--- config.mk ---
export PLATFORM = sky130hd
export DESIGN_NAME = lupa_cfg_seq
export DESIGN_NICKNAME = d
export VERILOG_FILES = /design/src/rtl/lupa_pkg.sv /design/src/rtl/lupa_cfg_rom.sv /design/src/rtl/lupa_cfg_seq.sv
export SDC_FILE = /design/constraint.sdc
export NUM_CORES = 1
export LEC_CHECK = 0
export ABC_AREA = 1
export CORE_ASPECT_RATIO = 0.6
export CORE_UTILIZATION = 50
export DETAILED_ROUTE_END_ITERATION = 10
export PLACE_DENSITY_LB_ADDON = 0.2
export REMOVE_ABC_BUFFERS = 1
export SLEW_MARGIN = 20
export SYNTH_ARGS = -nofsm -noshare
export SYNTH_HDL_FRONTEND = slang
export SYNTH_SLANG_ARGS = --single-unit
--- constraint.sdc ---
create_clock -name clock_40 -period 2.2 [get_ports clock_40]
set_input_delay 0.66 -clock clock_40 [delete_from_list [all_inputs] [get_ports clock_40]]
set_output_delay 0.66 -clock clock_40 [all_outputs]
set_load 0.01 [all_outputs]
--- src/rtl/lupa_pkg.sv ---
// Shared definitions for the LUPA configuration sequencer: state encoding,
// register-select codes and the default upload table.
package lupa_pkg;

    localparam int TIMER_W = 16;

    typedef enum logic [2:0] {
        ST_IDLE      = 3'd0,
        ST_LOAD      = 3'd1,
        ST_ISSUE     = 3'd2,
        ST_WAIT_DONE = 3'd3,
        ST_GAP       = 3'd4,
        ST_FINISH    = 3'd5,
        ST_ERROR     = 3'd6
    } seq_state_t;

    localparam logic [3:0] NRG_NONE   = 4'h0;
    localparam logic [3:0] NRG_HEADER = 4'h8;
    localparam logic [3:0] NRG_REG1   = 4'h1;
    localparam logic [3:0] NRG_REG2   = 4'h2;
    localparam logic [3:0] NRG_REG3   = 4'h3;
    localparam logic [3:0] NRG_REG4   = 4'h4;
    localparam logic [3:0] NRG_REG5   = 4'h5;
    localparam logic [3:0] NRG_REG6   = 4'h6;
    localparam logic [3:0] NRG_REG7   = 4'h7;

    // Entry 0 sits in the least significant nibble.
    localparam logic [63:0] CFG_TABLE_DEFAULT = {
        {8{NRG_NONE}},
        NRG_REG7, NRG_REG6, NRG_REG5, NRG_REG4,
        NRG_REG3, NRG_REG2, NRG_REG1, NRG_HEADER
    };

    function automatic logic [3:0] cfg_table_entry(input logic [3:0] addr);
        return CFG_TABLE_DEFAULT[{addr, 2'b00} +: 4];
    endfunction

endpackage

--- src/rtl/lupa_cfg_rom.sv ---
// 16x4 synchronous ROM holding the register-select codes issued per sequence.
module lupa_cfg_rom
    import lupa_pkg::*;
(
    input  logic       clock_40,
    input  logic [3:0] addr,
    output logic [3:0] data
);

    always_ff @(posedge clock_40) begin
        data <= cfg_table_entry(addr);
    end

endmodule

--- src/rtl/lupa_cfg_seq.sv ---
// Configuration sequencer: walks the ROM table and hands each register-select
// code to the SPI uploader with a start/cfg_DONE handshake and a watchdog.
module lupa_cfg_seq #(
    parameter int N_ENTRIES  = 8,
    parameter int GAP_CYCLES = 4,
    parameter int TIMEOUT    = 4096
) (
    input  logic       clock_40,
    input  logic       reset,
    input  logic       go,
    input  logic       cfg_DONE,
    output logic       start,
    output logic [3:0] nrg,
    output logic       busy,
    output logic       seq_done,
    output logic       err,
    output logic [3:0] idx
);
    import lupa_pkg::*;

    seq_state_t           state_q, state_d;
    logic [3:0]           idx_q, idx_d;
    logic [3:0]           nrg_q, nrg_d;
    logic                 start_q, start_d;
    logic                 err_q, err_d;
    logic [TIMER_W-1:0]   timer_q;
    logic [3:0]           rom_data;
    logic                 timeout_hit;
    logic                 gap_met;
    logic                 last_entry;

    // The ROM is addressed with the next index so its one-clock read lands
    // exactly while the FSM sits in LOAD.
    lupa_cfg_rom u_rom (
        .clock_40 (clock_40),
        .addr     (idx_d),
        .data     (rom_data)
    );

    assign timeout_hit = (timer_q >= TIMER_W'(TIMEOUT - 1));
    assign gap_met     = (timer_q >= TIMER_W'(GAP_CYCLES - 1));
    assign last_entry  = (idx_q == 4'(N_ENTRIES - 1));

    always_comb begin
        state_d = state_q;
        idx_d   = idx_q;
        nrg_d   = nrg_q;
        start_d = start_q;
        err_d   = err_q;
        case (state_q)
            ST_IDLE, ST_ERROR: begin
                if (go) begin
                    state_d = ST_LOAD;
                    idx_d   = 4'd0;
                    err_d   = 1'b0;
                end
            end
            ST_LOAD: begin
                nrg_d   = rom_data;
                state_d = ST_ISSUE;
            end
            ST_ISSUE: begin
                // A done still high from the previous entry must clear first.
                if (!cfg_DONE) begin
                    start_d = 1'b1;
                    state_d = ST_WAIT_DONE;
                end else if (timeout_hit) begin
                    state_d = ST_ERROR;
                end
            end
            ST_WAIT_DONE: begin
                if (cfg_DONE) begin
                    start_d = 1'b0;
                    state_d = ST_GAP;
                end else if (timeout_hit) begin
                    state_d = ST_ERROR;
                end
            end
            ST_GAP: begin
                if (gap_met && !cfg_DONE) begin
                    if (last_entry) begin
                        state_d = ST_FINISH;
                    end else begin
                        idx_d   = idx_q + 4'd1;
                        state_d = ST_LOAD;
                    end
                end else if (timeout_hit) begin
                    state_d = ST_ERROR;
                end
            end
            ST_FINISH: state_d = ST_IDLE;
            default:   state_d = ST_IDLE;
        endcase

        if (state_d == ST_ERROR && state_q != ST_ERROR) begin
            start_d = 1'b0;
            err_d   = 1'b1;
        end
    end

    always_ff @(posedge clock_40) begin
        if (reset) begin
            state_q <= ST_IDLE;
            idx_q   <= 4'd0;
            nrg_q   <= NRG_NONE;
            start_q <= 1'b0;
            err_q   <= 1'b0;
        end else begin
            state_q <= state_d;
            idx_q   <= idx_d;
            nrg_q   <= nrg_d;
            start_q <= start_d;
            err_q   <= err_d;
        end
    end

    // One saturating timer serves both the gap count and the watchdog;
    // it restarts from zero on every state change.
    always_ff @(posedge clock_40) begin
        if (reset || state_d != state_q) begin
            timer_q <= '0;
        end else if (timer_q != '1) begin
            timer_q <= timer_q + TIMER_W'(1);
        end
    end

    assign start    = start_q;
    assign nrg      = nrg_q;
    assign err      = err_q;
    assign idx      = idx_q;
    assign seq_done = (state_q == ST_FINISH);
    assign busy     = (state_q == ST_LOAD) || (state_q == ST_ISSUE) ||
                      (state_q == ST_WAIT_DONE) || (state_q == ST_GAP);

endmodule

==> impl_metrics.yaml <==
grt:
  grt_max_degree: 12
  grt_pass1_wl_um: 6790
  grt_pass1_vias: 1429
  grt_remaining_overflow: 0
  grt_usage_pct: 22.8
  antenna_found_initial: 0
clock_network:
  clock_path_buffers: 2
  cts_sinks: 33
  cts_max_level: 2
  cts_buffers: 5
  cts_tree: "yes"
  clkTransAtPathRegs_ns: 0.08
  cts-root-buf: "clkbuf_8"
  clkLatencyLatePin_ns: 0.29
cells_and_area:
  drive_gt1_share_pct: 19.3
  nNetsFinal: 306
  stdcell_count: 348
  area_growth_pct: 20.1
  antenna_cells: 0
  fin_area_um2: 2310
worst_hold_path:
  holdCritStartpoint: "u_rom.data[2]"
  hold_class: "flop to flop"
floorplanning:
  dieArea_um2: 4100
  ios: 16
  rows: 17
  dieWidth_um: 82.0
  core-area_um2: 3680
  die_h_um: 50.0
  start_util_pct: 52.2
placement:
  placed_area_um2: 2220
  place_inst: 340
  place_hpwl_um: 3250
  io_buffers: 15
  gp_congestion: 0.882
synth:
  synth_edf_count: 0
  synth_top_flop_cell: "dfxtp_1"
  netlist_area_um2: 1920
  ys_seq_area_share_pct: 34.4
  yosys.area.top_type_share_pct: 34.4
  avgSynthCellArea_um2: 7.19
  synth.top_cells.by_count: "56 x nor2_1, 54 x nand2_1, 33 x dfxtp_1, 32 x inv_1"
  synth-seq-cells: 33
  synth_area_leader_cell: "dfxtp_1"
  ys_types: 27
  synthArstFlopShare_pct: 0
  yosysMostFrequentCell: "nor2_1"
  synth_area_leaders: "dfxtp_1 34%, nor2_1 11%, nand2_1 11%, nor2_4 8.2%, inv_1 6.3%"
  ys_warn_count: 0
  postSynthCellCount: 267
route:
  drc: 0
  postRouteAntennaNets: 0
  finalWirelength_um: 4280
  drt_first_iter_violations: 119
  routedWlPerCell_um: 12.3
  vias: 1700
  vias_per_cell: 4.89
  firstDrtPassIters: 4
critical_path:
  reg2reg_depth: 14
  cp-end-kind: "flop"
  r2r_start: "timer_q[0]"
  cp-endpoint: "timer_q[6]"
  reg2reg_slack_ns: 0.28
  worstPathRequired_ns: 2.38
  crit_path_start_kind: "input pin"
  critPathLaunch: "cfg_DONE"
  critPathArrivalTime_ns: 2.19
  worst-path-max-fanout: 9
  crit_type: "input pin to flop"
  reg2reg_to: "timer_q[6]"
sta:
  hold_violations: 0
  period_share_pct: 91.0
  setup_viol: 0
  tightest_slew_ns: 0.461
  rsz0062_at_grt: "false"
  finalMaxSlewViolations: 0
  fin_crit_ns: 2.00
  relSlewSlack_pct: 69.0
  clock-skew-final_ns: 0.00671
  fmaxAchievable_ghz: 0.500
flow_run:
  cap_viol_max_count: 0
status:
  status: "finished, final reports clean"
power:
  peakVddDrop_uv: 342
  p_leak_nw: 1.01
  p_per_area_nw_per_um2: 582
## cell type report
type / instances / area (um^2)
inverter: 36 / 135
timing repair buffer: 29 / 282
fill: 351 / 1370
sequential: 33 / 662
multi-input combinational: 195 / 1080
clock buffer: 5 / 68.8
tap: 47 / 58.8
clock inverter: 3 / 17.5
## cells by family after synthesis
group / after synthesis / synth area share [%]
compound gates: 16 / 4.43
xor+xnor: 11 / 5.02
fa+ha+maj: 2 / 1.30
buf+inv: 39 / 9.25
flops: 33 / 34.4
mux: 1 / 0.521
simple gates: 165 / 45.1
## per-stage QoR
stage               setup slack (ns)  hold slack [ns]  total power, mW  setup TNS, ns  utilization (%)
CTS                           0.0202            0.487             1.35              0             62.6
floorplan                      0.498            0.431            0.785              0                -
global route                  0.0991            0.514             1.39              0             62.7
detailed placement           -0.0690            0.477            0.901         -0.860             60.3
finish                         0.198            0.485             1.34              0             62.7
global placement              0.0193            0.449            0.900              0             60.3
## how the worst min path moves through the flow
stage                     endpoint  depth (start not counted)
after detailed placement       err                          2
after CTS                      err                          2
after floorplan             nrg[0]                          2
final                       nrg[2]                          2
after global placement      nrg[1]                          2
after global routing        nrg[1]                          2
## flip-flops by register name, indices dropped and copies added, names as in the netlist
| register | count |
|---|---|
| timer_q | 16 |
| err | 1 |
| idx | 4 |
| nrg | 4 |
| start | 1 |
| u_rom.data | 4 |
| state_q | 3 |
## per-layer routing
| metal | part of all wire (%) | vias to the layer above | GRT usage (%) |
|---|---|---|---|
| met5 | 0 | - | 0 |
| met4 | 1.4 | 0 | 8.77 |
| met3 | 6.9 | 7 | 5.56 |
| met2 | 37 | 49 | 27.8 |
| met1 | 55 | 750 | 36.4 |
| li1 | - | 894 | - |
## cells in the final DEF (no fill, tap or decap), drive strengths merged, types with 2 or more instances in the layout
cell type / n
a21oi: 3
buf: 14
clkbuf: 5
clkdlybuf4s50: 13
clkinv: 2
dfxtp: 33
ha: 2
inv: 36
nand2: 59
nand3: 19
nand4: 4
nor2: 74
nor3: 7
o211ai: 2
o21ai: 11
xnor2: 4
xor2: 7
## repair_timing
| action | 4_1_cts | 5_1_grt |
|---|---|---|
| endpoints found under the setup margin | 2 | 1 |
| setup buffers | 0 | 0 |
| gates resized for setup | 2 | 1 |
| hold buffers | 0 | 0 |
| pin swaps | 0 | 0 |
## report_power, final
group / switching, mW / total (mW) / internal [mW]
logic: 0.141 / 0.259 / 0.117
registers: 0.0120 / 0.628 / 0.616
clock network: 0.239 / 0.457 / 0.218
## worst max-delay path, cell delays in order
cell and delay (ns):
clkdlybuf4s50_1 0.54, inv_1 0.09, nand2_1 0.15, nand2_1 0.10
nand2_1 0.07, nand2_1 0.06, nand2_1 0.11, nand2_2 0.08
nand3_4 0.12, buf_12 0.15, nor2_1 0.04
No activity file was read; power rests on OpenSTA's default activity.
